==> src/rtl/fifo_sequencer_if.sv <==
`default_nettype none
// ============================================================================
//  Module   : fifo_sequencer_if
//  Brief    : Request/status/RAM-control bundle for the FIFO sequencer.
//  Revision : 1.0
// ============================================================================
interface fifo_sequencer_if #(
   parameter int DEPTH = 8
);
   localparam int AW = $clog2(DEPTH);

   logic          Start;
   logic          Write;
   logic          Flush;
   logic          Done;
   logic          Err;
   logic          Busy;
   logic          wr_rd;
   logic          ChipEnable;
   logic          OutEnable;
   logic [AW-1:0] Addr;
   logic          LoadEnableW;
   logic          LoadEnableR;
   logic [AW:0]   Count;
   logic          Full;
   logic          Empty;
   logic          AlmostFull;
   logic          AlmostEmpty;

   modport master (
      output Start, Write, Flush,
      input  Done, Err, Busy, wr_rd, ChipEnable, OutEnable, Addr,
             LoadEnableW, LoadEnableR, Count, Full, Empty, AlmostFull, AlmostEmpty
   );

   modport slave (
      input  Start, Write, Flush,
      output Done, Err, Busy, wr_rd, ChipEnable, OutEnable, Addr,
             LoadEnableW, LoadEnableR, Count, Full, Empty, AlmostFull, AlmostEmpty
   );
endinterface
`default_nettype wire

==> src/rtl/fifo_sequencer.sv <==
`default_nettype none
// ============================================================================
//  Module   : fifo_sequencer
//  Brief    : Moore FSM sequencing single-port FIFO RAM writes/reads.
//  Revision : 1.0
// ============================================================================
module fifo_sequencer #(
   parameter int DEPTH    = 8,
   parameter int AF_LEVEL = DEPTH - 2,
   parameter int AE_LEVEL = 1
) (
   input  wire logic         clk,
   input  wire logic         ClearAllReg,
   fifo_sequencer_if.slave   bus
);
   localparam int AW = $clog2(DEPTH);
   localparam logic [AW+1:0] c_depthEff = (AW+2)'(DEPTH);
   localparam logic [AW:0]   c_depth    = (AW+1)'(DEPTH);
   localparam logic [AW:0]   c_afLevel  = (AW+1)'(AF_LEVEL);
   localparam logic [AW:0]   c_aeLevel  = (AW+1)'(AE_LEVEL);

   typedef enum logic [2:0] {
      S_CLEAR   = 3'd0,
      S_IDLE    = 3'd1,
      S_SETUP_W = 3'd2,
      S_WRITE   = 3'd3,
      S_SETUP_R = 3'd4,
      S_READ    = 3'd5
   } state_t;

   state_t        r_state;
   state_t        w_nextState;
   logic [AW-1:0] r_wptr;
   logic [AW-1:0] r_rptr;
   logic [AW:0]   r_count;
   logic          r_err;
   logic          w_reject;
   logic [AW+1:0] w_effCount;

   // Occupancy as it will be once the transfer in flight has committed
   always_comb begin
      w_effCount = {1'b0, r_count};
      if (r_state == S_WRITE)
         w_effCount = {1'b0, r_count} + 1'b1;
      else if (r_state == S_READ)
         w_effCount = {1'b0, r_count} - 1'b1;
   end

   always_comb begin
      w_nextState = r_state;
      w_reject    = 1'b0;
      case (r_state)
         S_CLEAR:   w_nextState = S_IDLE;
         S_SETUP_W: w_nextState = S_WRITE;
         S_SETUP_R: w_nextState = S_READ;
         default: begin
            if (bus.Flush) begin
               w_nextState = S_CLEAR;
            end else if (bus.Start && bus.Write) begin
               if (w_effCount < c_depthEff) begin
                  w_nextState = S_SETUP_W;
               end else begin
                  w_nextState = S_IDLE;
                  w_reject    = 1'b1;
               end
            end else if (bus.Start && !bus.Write) begin
               if (w_effCount != '0) begin
                  w_nextState = S_SETUP_R;
               end else begin
                  w_nextState = S_IDLE;
                  w_reject    = 1'b1;
               end
            end else begin
               w_nextState = S_IDLE;
            end
         end
      endcase
   end

   always_comb begin
      bus.Done        = 1'b0;
      bus.Busy        = 1'b0;
      bus.wr_rd       = 1'b0;
      bus.ChipEnable  = 1'b0;
      bus.OutEnable   = 1'b0;
      bus.LoadEnableW = 1'b0;
      bus.LoadEnableR = 1'b0;
      bus.Addr        = '0;
      case (r_state)
         S_CLEAR: bus.Busy = 1'b1;
         S_SETUP_W: begin
            bus.Busy        = 1'b1;
            bus.wr_rd       = 1'b1;
            bus.ChipEnable  = 1'b1;
            bus.LoadEnableW = 1'b1;
            bus.Addr        = r_wptr;
         end
         S_WRITE: begin
            bus.wr_rd      = 1'b1;
            bus.ChipEnable = 1'b1;
            bus.Done       = 1'b1;
            bus.Addr       = r_wptr;
         end
         S_SETUP_R: begin
            bus.Busy       = 1'b1;
            bus.ChipEnable = 1'b1;
            bus.OutEnable  = 1'b1;
            bus.Addr       = r_rptr;
         end
         S_READ: begin
            bus.ChipEnable  = 1'b1;
            bus.OutEnable   = 1'b1;
            bus.LoadEnableR = 1'b1;
            bus.Done        = 1'b1;
            bus.Addr        = r_rptr;
         end
         default: ;
      endcase
   end

   // Pointers are AW wide, so the increment wraps DEPTH-1 -> 0 by itself
   always_ff @(posedge clk or negedge ClearAllReg) begin
      if (!ClearAllReg) begin
         r_state <= S_CLEAR;
         r_wptr  <= '0;
         r_rptr  <= '0;
         r_count <= '0;
         r_err   <= 1'b0;
      end else begin
         r_state <= w_nextState;
         r_err   <= w_reject;
         case (r_state)
            S_CLEAR: begin
               r_wptr  <= '0;
               r_rptr  <= '0;
               r_count <= '0;
            end
            S_WRITE: begin
               r_wptr  <= r_wptr + 1'b1;
               r_count <= r_count + 1'b1;
            end
            S_READ: begin
               r_rptr  <= r_rptr + 1'b1;
               r_count <= r_count - 1'b1;
            end
            default: ;
         endcase
      end
   end

   assign bus.Err         = r_err;
   assign bus.Count       = r_count;
   assign bus.Full        = (r_count == c_depth);
   assign bus.Empty       = (r_count == '0);
   assign bus.AlmostFull  = (r_count >= c_afLevel);
   assign bus.AlmostEmpty = (r_count <= c_aeLevel);
endmodule
`default_nettype wire

==> src/flat_wrapper.sv <==
// flat-port wrapper written by rule: the top's interface ports become plain ports
module fifo_sequencer_flat 
#(
   parameter int DEPTH    = 8,
   parameter int AF_LEVEL = DEPTH - 2,
   parameter int AE_LEVEL = 1
)
  (clk, ClearAllReg, bus_Start, bus_Write, bus_Flush, bus_Done, bus_Err, bus_Busy, bus_wr_rd, bus_ChipEnable, bus_OutEnable, bus_Addr, bus_LoadEnableW, bus_LoadEnableR, bus_Count, bus_Full, bus_Empty, bus_AlmostFull, bus_AlmostEmpty);
  fifo_sequencer_if #(.DEPTH(DEPTH)) bus_i ();
  input  wire logic clk;
  input  wire logic ClearAllReg;
  input wire logic [$bits(bus_i.Start)-1:0] bus_Start;
  input wire logic [$bits(bus_i.Write)-1:0] bus_Write;
  input wire logic [$bits(bus_i.Flush)-1:0] bus_Flush;
  output wire logic [$bits(bus_i.Done)-1:0] bus_Done;
  output wire logic [$bits(bus_i.Err)-1:0] bus_Err;
  output wire logic [$bits(bus_i.Busy)-1:0] bus_Busy;
  output wire logic [$bits(bus_i.wr_rd)-1:0] bus_wr_rd;
  output wire logic [$bits(bus_i.ChipEnable)-1:0] bus_ChipEnable;
  output wire logic [$bits(bus_i.OutEnable)-1:0] bus_OutEnable;
  output wire logic [$bits(bus_i.Addr)-1:0] bus_Addr;
  output wire logic [$bits(bus_i.LoadEnableW)-1:0] bus_LoadEnableW;
  output wire logic [$bits(bus_i.LoadEnableR)-1:0] bus_LoadEnableR;
  output wire logic [$bits(bus_i.Count)-1:0] bus_Count;
  output wire logic [$bits(bus_i.Full)-1:0] bus_Full;
  output wire logic [$bits(bus_i.Empty)-1:0] bus_Empty;
  output wire logic [$bits(bus_i.AlmostFull)-1:0] bus_AlmostFull;
  output wire logic [$bits(bus_i.AlmostEmpty)-1:0] bus_AlmostEmpty;
  assign bus_i.Start = bus_Start;
  assign bus_i.Write = bus_Write;
  assign bus_i.Flush = bus_Flush;
  assign bus_Done = bus_i.Done;
  assign bus_Err = bus_i.Err;
  assign bus_Busy = bus_i.Busy;
  assign bus_wr_rd = bus_i.wr_rd;
  assign bus_ChipEnable = bus_i.ChipEnable;
  assign bus_OutEnable = bus_i.OutEnable;
  assign bus_Addr = bus_i.Addr;
  assign bus_LoadEnableW = bus_i.LoadEnableW;
  assign bus_LoadEnableR = bus_i.LoadEnableR;
  assign bus_Count = bus_i.Count;
  assign bus_Full = bus_i.Full;
  assign bus_Empty = bus_i.Empty;
  assign bus_AlmostFull = bus_i.AlmostFull;
  assign bus_AlmostEmpty = bus_i.AlmostEmpty;
  fifo_sequencer #(.DEPTH(DEPTH), .AF_LEVEL(AF_LEVEL), .AE_LEVEL(AE_LEVEL)) u_core (.clk(clk), .ClearAllReg(ClearAllReg), .bus(bus_i));
endmodule
==> config.mk <==
export PLATFORM = sky130hd
export DESIGN_NAME = fifo_sequencer_flat
export DESIGN_NICKNAME = d
export VERILOG_FILES = /design/src/rtl/fifo_sequencer_if.sv /design/src/rtl/fifo_sequencer.sv /design/src/flat_wrapper.sv
export SDC_FILE = /design/constraint.sdc
export NUM_CORES = 1
export LEC_CHECK = 0
export ABC_AREA = 1
export CAP_MARGIN = 20
export CORE_MARGIN = 2
export CORE_UTILIZATION = 38
export CTS_CLUSTER_DIAMETER = 50
export DETAILED_ROUTE_END_ITERATION = 16
export GPL_ROUTABILITY_DRIVEN = 0
export GPL_TIMING_DRIVEN = 0
export SETUP_SLACK_MARGIN = 0.15
export SLEW_MARGIN = 40
export SYNTH_ARGS = -nofsm -noshare
export SYNTH_HDL_FRONTEND = slang
export SYNTH_SLANG_ARGS = --single-unit
==> constraint.sdc <==
create_clock -name clk -period 3.05 [get_ports clk]
set_clock_uncertainty 0.15 [all_clocks]
set_input_delay 0.305 -clock clk [delete_from_list [all_inputs] [get_ports clk]]
set_output_delay 0.305 -clock clk [all_outputs]
set_load 0.05 [all_outputs]
Yosys cells after proc, flatten, opt, wreduce, memory -nomap -nowiden
Index checks and enable logic that the tools add are counted.
{ "word_totals": {"input_bits": 5, "reg_bits": 14, "output_inout_bits": 19, "word_cells": 58} }
{ "classes": {"eq_ne": 5, "n_addsub": 6, "mux": 25, "n_reduce_logical": 14, "order_cmp": 3} }
{ "ops": {"columns": ["cell", "n"], "rows": [
  ["3-bit one-hot mux with 2 select lines", 3],
  ["1-bit two-way mux", 13],
  ["3-bit two-way mux", 4],
  ["4-bit one-hot mux with 3 select lines", 1],
  ["5-bit two-way mux", 2],
  ["3-bit one-hot mux with 3 select lines", 1],
  ["3-bit by 1-bit adder with 3-bit output (second input constant)", 2],
  ["3-bit by 2-bit == test with 1-bit output (second input constant)", 2],
  ["3-bit == test (second input constant)", 2],
  ["2-bit OR reduction", 3],
  ["4-bit by 1-bit adder with 5-bit output (second input constant)", 1],
  ["5-bit by 4-bit less-than comparator with 1-bit output (second input constant)", 1],
  ["5-bit nonzero test", 1],
  ["4-bit by 1-bit subtractor with 5-bit output (second input constant)", 1],
  ["4-bit by 1-bit adder with 4-bit output (second input constant)", 1],
  ["4-bit == test (second input constant)", 1],
  ["4-bit by 3-bit >= comparator with 1-bit output (second input constant)", 1],
  ["4-bit by 1-bit less-or-equal comparator with 1-bit output (second input constant)", 1],
  ["4-bit zero test", 1],
  ["2-bit nonzero test", 2],
  ["4-bit OR reduction", 1],
  ["4-bit by 1-bit subtractor with 4-bit output (second input constant)", 1],
  ["3-bit zero test", 1],
  ["3-bit nonzero test", 1],
  ["other kinds (4)", 5]
]} }

Longest topological paths before layout
Gate-level depths: netlist of run 1.
{ "logic_depth": {"word_depth": 9, "ltp_mapped": 12, "ltp_nobuf": 11} }

Worst setup path after synthesis of run 1
Ideal clock, no wire load.
{ "synth_path": {"path_type": "register to output", "start": "register u_core.r_count[0] (netlist: u_core.bus.Count[0])", "end": "output bus_Full", "path_stages_with_launch": 5, "required_time_ps": 2595, "arrival_time_ps": 2139, "slack_ps": 456, "path_buffers": 0, "path_cell_list": "dfrtp_1 > inv_1 > ha_1 > inv_1 > nor3_1"} }
{ "synth_between": {"elab_chain_cells": 1} }
{ "synth_rtl": {"columns": ["element", "line_no", "text"], "rows": [
  ["from (decl)", "fifo_sequencer.sv:35", "logic [AW:0] r_count;"],
  ["from (signal assigned)", "fifo_sequencer.sv:140", "r_count <= r_count + 1'b1;"],
  ["from (signal assigned)", "fifo_sequencer.sv:144", "r_count <= r_count - 1'b1;"],
  ["4-bit == test", "fifo_sequencer.sv:153", "assign bus.Full = (r_count == c_depth);"],
  ["to (decl)", "flat_wrapper.sv:25", "output wire logic [$bits(bus_i.Full)-1:0] bus_Full;"]
]} }
No other way between the ends.

Worst setup path after layout of run 1
{ "layout_path": {"start": "register u_core.r_count[1] (netlist: u_core.bus.Count[1])", "end": "output bus_AlmostEmpty"} }
{ "layout_between": {"elab_chain_cells": 1} }
{ "layout_rtl": {"columns": ["element", "line_no", "text"], "rows": [
  ["4-bit by 1-bit less-or-equal comparator with 1-bit output", "fifo_sequencer.sv:156", "assign bus.AlmostEmpty = (r_count <= c_aeLevel);"],
  ["to (decl)", "flat_wrapper.sv:28", "output wire logic [$bits(bus_i.AlmostEmpty)-1:0] bus_AlmostEmpty;"]
]} }
No other way between the ends.

==> results of run 1 <==
routing by layer:
metal  vias up  track usage (%)  wire length (µm)
met5         -                0                 0
met4         0             3.99                23
met3         4             4.91               134
met2        29             28.9              1240
met1       483             23.5              1180
li1        527                -                 -
per-stage QoR:
stage | instance area [µm²] | std cells | hold slack, ns | total power [W]
finish | 1400 | 202 | 0.261 | 0.00119
global route | 1400 | 202 | 0.331 | 0.00129
CTS | 1400 | 202 | 0.280 | 0.00120
detailed placement | 1370 | 198 | 0.304 | 0.00106
global placement | 1370 | 198 | 0.310 | 0.00105
floorplan | 1100 | 144 | -0.141 | 0.000847
power by group through the flow:
stage               Clock (W)  Combinational, W  Sequential (W)
floorplan                   0          0.000521        0.000326
global placement            0          0.000753        0.000292
detailed placement          0          0.000766        0.000294
CTS                  0.000142          0.000769        0.000290
global route         0.000151          0.000838        0.000297
finish               0.000139          0.000765        0.000291
state kept, by name, summed over array words and instances (netlist names):
name / cells
u_core.bus.Count: 4
u_core.r_rptr: 3
u_core.r_state: 3
u_core.r_wptr: 3
u_core.bus.Err: 1
cells by family after synthesis:
| family | synth area share (%) |
|---|---|
| AOI/OAI and AO/OA | 12.4 |
| buffers and inverters | 7.52 |
| xor gates and xnor gates | 3.99 |
| adders and majority gates | 14.4 |
| DFF | 31.9 |
| and+or+nand+nor | 29.8 |
worst max-delay path by stage:
stage | from | end | slack [ns] | cells past startpoint
after floorplan | u_core.bus.Count[0] | bus_Full | 0.46 | 4
after global placement | u_core.bus.Count[0] | bus_Full | 0.69 | 5
after detailed placement | u_core.bus.Count[1] | bus_Full | 0.68 | 5
after CTS | u_core.bus.Count[0] | bus_Full | 0.35 | 5
after global routing | u_core.bus.Count[1] | bus_Full | 0.19 | 5
final | u_core.bus.Count[1] | bus_AlmostEmpty | 0.35 | 5
synthesized netlist by cell type:
cell	n	share of area [%]
sky130_fd_sc_hd__a211oi_1	1	0.68
sky130_fd_sc_hd__a21oi_1	10	4.6
sky130_fd_sc_hd__a22o_2	1	0.91
sky130_fd_sc_hd__buf_2	1	0.46
sky130_fd_sc_hd__buf_6	1	1.0
sky130_fd_sc_hd__dfrtp_1	14	32
sky130_fd_sc_hd__fa_1	1	1.8
sky130_fd_sc_hd__ha_1	11	13
sky130_fd_sc_hd__inv_1	13	4.4
sky130_fd_sc_hd__inv_2	3	1.0
sky130_fd_sc_hd__inv_4	1	0.57
sky130_fd_sc_hd__nand2_1	34	12
sky130_fd_sc_hd__nand2_2	2	1.1
sky130_fd_sc_hd__nand2_4	1	1.0
sky130_fd_sc_hd__nand3_1	8	3.6
sky130_fd_sc_hd__nand3_2	2	1.8
sky130_fd_sc_hd__nand3_4	1	1.6
sky130_fd_sc_hd__nand4_1	1	0.57
sky130_fd_sc_hd__nor2_1	14	4.8
sky130_fd_sc_hd__nor2_2	3	1.7
sky130_fd_sc_hd__nor2_4	1	1.0
sky130_fd_sc_hd__nor3_1	2	0.91
sky130_fd_sc_hd__o21ai_0	7	3.2
sky130_fd_sc_hd__o21ai_1	3	1.4
sky130_fd_sc_hd__o22ai_1	3	1.7
sky130_fd_sc_hd__xnor2_1	2	1.6
sky130_fd_sc_hd__xor2_1	3	2.4
area by class of cell:
cell class	instances	area, µm²	share of cell area, %
Tap cell	31	38.8	2.76
Buffer	2	16.3	1.16
Multi-Input combinational cell	111	666	47.4
Sequential cell	14	350	25.0
Timing Repair Buffer	23	230	16.4
Inverter	17	66.3	4.72
Clock buffer	4	36.3	2.58
==> results_dict.tcl, run 1 <==
set metrics [dict create \
    run_status "finished clean" \
    diodes 0 \
    worstRegToRegCells 9 \
    final_hold_viol_count 0 \
    worstReg2RegStart "u_core.r_state[2]" \
    sequential_fraction_of_the_synthesis_area_pct 31.9 \
    hpwlAfterDp_mm 2.01 \
    pwrdens_mw_per_mm2 851 \
    maximum_number_of_pins_on_one_net_before_global_route_repair 15 \
    postCtsSetupRepairBufs 0 \
    grt_first_pass_wirelength_mm 4.52 \
    worstPathCellList "inv_1 > ha_1 > nand2_1 > a21oi_1 > clkdlybuf4s50_1" \
    setup_slack_ns 0.354 \
    floorplan.core_area_mm2 0.00276 \
    cts.sink_count 14 \
    tritoncts_clock_tree "done" \
    remaining_drc_errors 0 \
    clkLatencyLatePin_ns 0.29 \
    p_clk_share_pct 11.7 \
    layout.core_utilization_pct 50.9 \
    yosys_register_bits 14 \
    fmax_ghz 0.371 \
    ioPinCount 24 \
    vias 1043 \
    number_of_nets_in_the_final_layout 189 \
    cts_htree_levels 1 \
    cp_slowest_cell "sky130_fd_sc_hd__clkdlybuf4s50_1" \
    area_of_the_die_mm2 0.00334 \
    cts_inserted_buffers 3 \
    floorplan.initialDensity_pct 39.8 \
    r2r_end "u_core.bus.Count[3]" \
    antenna_found_initial 0 \
    grt_pass1_vias 982 \
    timing.critical_path.to_type "output pin" \
    cells_resized_by_post_cts_repair 0 \
    final-setup-viol-count 0 \
    seq_power_share_pct 24.3 \
    syn-num-nets 161 \
    final_critical_path_time_including_i_o_delays_and_setup_ns 2.70 \
    ys.warnings.count 0 \
    rsz0062_at_grt "no" \
    post-place-ws_ns 0.679 \
    cp_slowest_stage_delay_ns 0.82 \
    layout_common_cells "sky130_fd_sc_hd__nand2_1, sky130_fd_sc_hd__clkdlybuf4s50_1, sky130_fd_sc_hd__nor2_1, sky130_fd_sc_hd__dfrtp_1, sky130_fd_sc_hd__inv_1" \
    detail_route.wl_per_cell_um 12.8 \
    final_antenna_net_count 0 \
    vias_per_cell 5.16 \
    total_leakage_power_nw 0.664 \
    mostFrequentLayoutCell "sky130_fd_sc_hd__nand2_1" \
    cts_root_buf "sky130_fd_sc_hd__clkbuf_4" \
    initialDrtViolationCount 46 \
    switching_share_pct 53.7 \
    critPathKind "reg2out" \
    critical_path.max_fanout 8 \
    final_max_slew_violation_count 0 \
    io_buffers 23 \
    final.setup.tns_ns 0 \
    clkTransAtPathRegs_ns 0.09 \
    critical-path-top-delay-family "buffers and inverters" \
    syn_inst 144 \
    floorplan.die.width_um 57.8 \
    worst_min_delay_path_class "in2async" \
    global_route.usage.total_pct 17.7 \
    post_route_cells_drive_above_1_share_pct 12.3 \
    detailedRoute.firstPassIterationCount 4 \
    clock_path_buffers 2 \
    syn2layout_area_growth_pct 27.8 \
    r2r_setup_slack_ns 0.91 \
    die_height_um 57.8 \
    rows 19 \
    synth_area_mm2 0.00110 \
    drv_cap 0 \
    worstPathRequired_ns 2.59 \
    distinct_cell_type_count_of_the_synthesized_netlist 27 \
    cell_internal_pwr_w 0.000553 \
    worst_slew_pin_slew_ns 0.655 \
    fillers 258 \
    slew_headroom_pct 56.2 \
    worstPathArrival_ns 2.24 \
    synthesis.area_per_instance_um2 7.63 \
    irDropWorstVdd_uv 402 \
    netSwitchingPower_w 0.000641 \
    gr-total-overflow 0 \
    share_of_the_clock_period_used_by_the_worst_path_pct 88.4 \
    combinationalPowerShare_pct 64.0 \
    timing.critical_path.buf_inv 2 \
    cp-start-kind "register" \
    drt-total-wl_mm 2.58 \
    cts-hold-fix-buffers 0 \
]
No activity file was read; power rests on OpenSTA's default activity.
==> inputs of run 2 (changes only) <==
CTS_BUF_LIST = sky130_fd_sc_hd__clkbuf_16   (was default)
==> run 2 against run 1 <==
Total power is 9.3% higher. Die area stayed put. Global-route usage is 0.10 points higher. First-iteration DRC count is 30% lower. Via count is 1.3% lower. Critical path depth stayed put. Non-clock buffer count stayed put. Worst hold slack better by 0.060 ns. Routed wire length is 0.74% higher. Sequential share of layout area is 0.73 points lower.
==> results_dict.tcl, run 2 (synthesis gave the netlist of run 1 again) <==
set metrics [dict create \
    worst_slew_pin_slew_ns 0.659 \
    worstPathCellList "inv_1 > ha_1 > inv_1 > nor3_1 > clkdlybuf4s50_1" \
    clkLatencyLatePin_ns 0.24 \
    antenna_found_initial 0 \
    post-place-ws_ns 0.679 \
    r2r_setup_slack_ns 0.91 \
    syn2layout_area_growth_pct 31.7 \
    cells_resized_by_post_cts_repair 0 \
    global_route.usage.total_pct 17.8 \
    postCtsSetupRepairBufs 0 \
    cp_slowest_stage_delay_ns 0.82 \
    layout_common_cells "sky130_fd_sc_hd__nand2_1, sky130_fd_sc_hd__clkdlybuf4s50_1, sky130_fd_sc_hd__nor2_1, sky130_fd_sc_hd__dfrtp_1, sky130_fd_sc_hd__inv_1" \
    critical_path.max_fanout 8 \
    mostFrequentLayoutCell "sky130_fd_sc_hd__nand2_1" \
    timing.critical_path.to_type "output pin" \
    cp_slowest_cell "sky130_fd_sc_hd__clkdlybuf4s50_1" \
    tritoncts_clock_tree "done" \
    crit_top_cell "sky130_fd_sc_hd__inv_1" \
    cell_internal_pwr_w 0.000655 \
    floorplan.die.width_um 57.8 \
    worstPathArrival_ns 2.18 \
    drv_cap 0 \
    clock_path_buffers 2 \
    switching_share_pct 49.8 \
    placement.cell_area_mm2 0.00137 \
    timing.critical_path.buf_inv 3 \
    met2_routed_wl_mm 1.26 \
    diodes 0 \
    worstRegToRegCells 9 \
    critical-path-top-delay-family "buffers and inverters" \
    maximum_number_of_pins_on_one_net_before_global_route_repair 15 \
    pwrdens_mw_per_mm2 902 \
    initialDrtViolationCount 32 \
    rows 19 \
    run_status "finished clean" \
    final_critical_path_time_including_i_o_delays_and_setup_ns 2.63 \
    clkTransAtPathRegs_ns 0.05 \
    largest_register_ff_count 4 \
    cts_htree_levels 1 \
    m1WireLength_mm 1.22 \
    drt-total-wl_mm 2.60 \
    final_hold_viol_count 0 \
    vias 1029 \
    vias_per_cell 5.09 \
    worstPathRequired_ns 2.59 \
    netSwitchingPower_w 0.000651 \
    ioPinCount 24 \
    irDropWorstVdd_uv 656 \
    seq_power_share_pct 22.4 \
    total_leakage_power_nw 0.682 \
    cts-hold-fix-buffers 0 \
    final.setup.tns_ns 0 \
    grt_pass1_vias 982 \
    remaining_drc_errors 0 \
    p_clk_share_pct 18.9 \
    cts_root_buf "sky130_fd_sc_hd__clkbuf_16" \
    io_buffers 23 \
    cp-start-kind "register" \
    number_of_nets_in_the_final_layout 189 \
    worst_min_delay_path_class "in2async" \
    cp_num_cells 5 \
    slew_headroom_pct 55.9 \
    critPathKind "reg2out" \
    detailedRoute.firstPassIterationCount 4 \
    finish.instance_area_mm2 0.00145 \
    post_route_cells_drive_above_1_share_pct 11.7 \
    area_of_the_die_mm2 0.00334 \
    die_height_um 57.8 \
    share_of_the_clock_period_used_by_the_worst_path_pct 86.4 \
    grt_first_pass_wirelength_mm 4.55 \
    setup_slack_ns 0.416 \
    final_antenna_net_count 0 \
    final_max_slew_violation_count 0 \
    detail_route.wl_per_cell_um 12.9 \
    cts_inserted_buffers 3 \
    combinationalPowerShare_pct 58.7 \
    floorplan.initialDensity_pct 39.8 \
    rsz0062_at_grt "no" \
    cts.sink_count 14 \
    hpwlAfterDp_mm 2.01 \
    wl_met3_um 95 \
    final-setup-viol-count 0 \
    fmax_ghz 0.380 \
    gr-total-overflow 0 \
    floorplan.core_area_mm2 0.00276 \
    total_power_w 0.00131 \
    highest_layer "met4" \
]
run 2: worst paths after layout:
path	start	to
worst max-delay path	u_core.bus.Count[0]	bus_Full
min in group clk	u_core.r_rptr[2]	u_core.r_rptr[2]
worst min register to register	u_core.r_rptr[2]	u_core.r_rptr[2]
worst max register to register	u_core.r_state[2]	u_core.bus.Count[3]
worst min-delay path	ClearAllReg	u_core.r_rptr[2]
max in group asynchronous	ClearAllReg	u_core.bus.Count[2]
run 2: through the flow:
| step | hold WS [ns] | instances | utilization [%] |
|---|---|---|---|
| detailed placement | 0.304 | 198 | 49.6 |
| finish | 0.321 | 202 | 52.5 |
| floorplan | -0.141 | 144 | - |
| global route | 0.339 | 202 | 52.5 |
| CTS | 0.319 | 202 | 52.5 |
| global placement | 0.310 | 198 | 49.6 |
run 2: area by class of cell:
cell class | count | area, µm²
clock inverter | 1 | 3.75
buffer | 2 | 16.3
multi-input combinational | 111 | 666
tap | 31 | 38.8
fill | 255 | 1310
timing repair buffer | 23 | 230
inverter | 17 | 66.3
clock buffer | 3 | 75.1
sequential | 14 | 350
run 2: power by group through the flow:
stage	clock network [W]	logic [W]	registers [W]
after floorplan	0	0.000521	0.000326
after global routing	0.000265	0.000839	0.000299
final	0.000246	0.000767	0.000293
after global placement	0	0.000753	0.000292
after detailed placement	0	0.000766	0.000294
after CTS	0.000253	0.000770	0.000292
run 2: routing by layer:
metal / vias up / global-route usage (%)
met5: - / 0
met4: 0 / 2.99
met2: 16 / 29.4
met1: 483 / 23.8
li1: 528 / -
met3: 2 / 4.91
run 2: worst register-to-register path, cell delays in order, from the launching register on:
cell and delay [ns]:
sky130_fd_sc_hd__dfrtp_1 0.36, sky130_fd_sc_hd__buf_6 0.15, sky130_fd_sc_hd__nand2_1 0.07, sky130_fd_sc_hd__nor2_2 0.28, sky130_fd_sc_hd__ha_1 0.35, sky130_fd_sc_hd__nand2_1 0.09, sky130_fd_sc_hd__nor2_1 0.04, sky130_fd_sc_hd__a211oi_1 0.25
sky130_fd_sc_hd__xor2_1 0.19, sky130_fd_sc_hd__o22ai_1 0.09
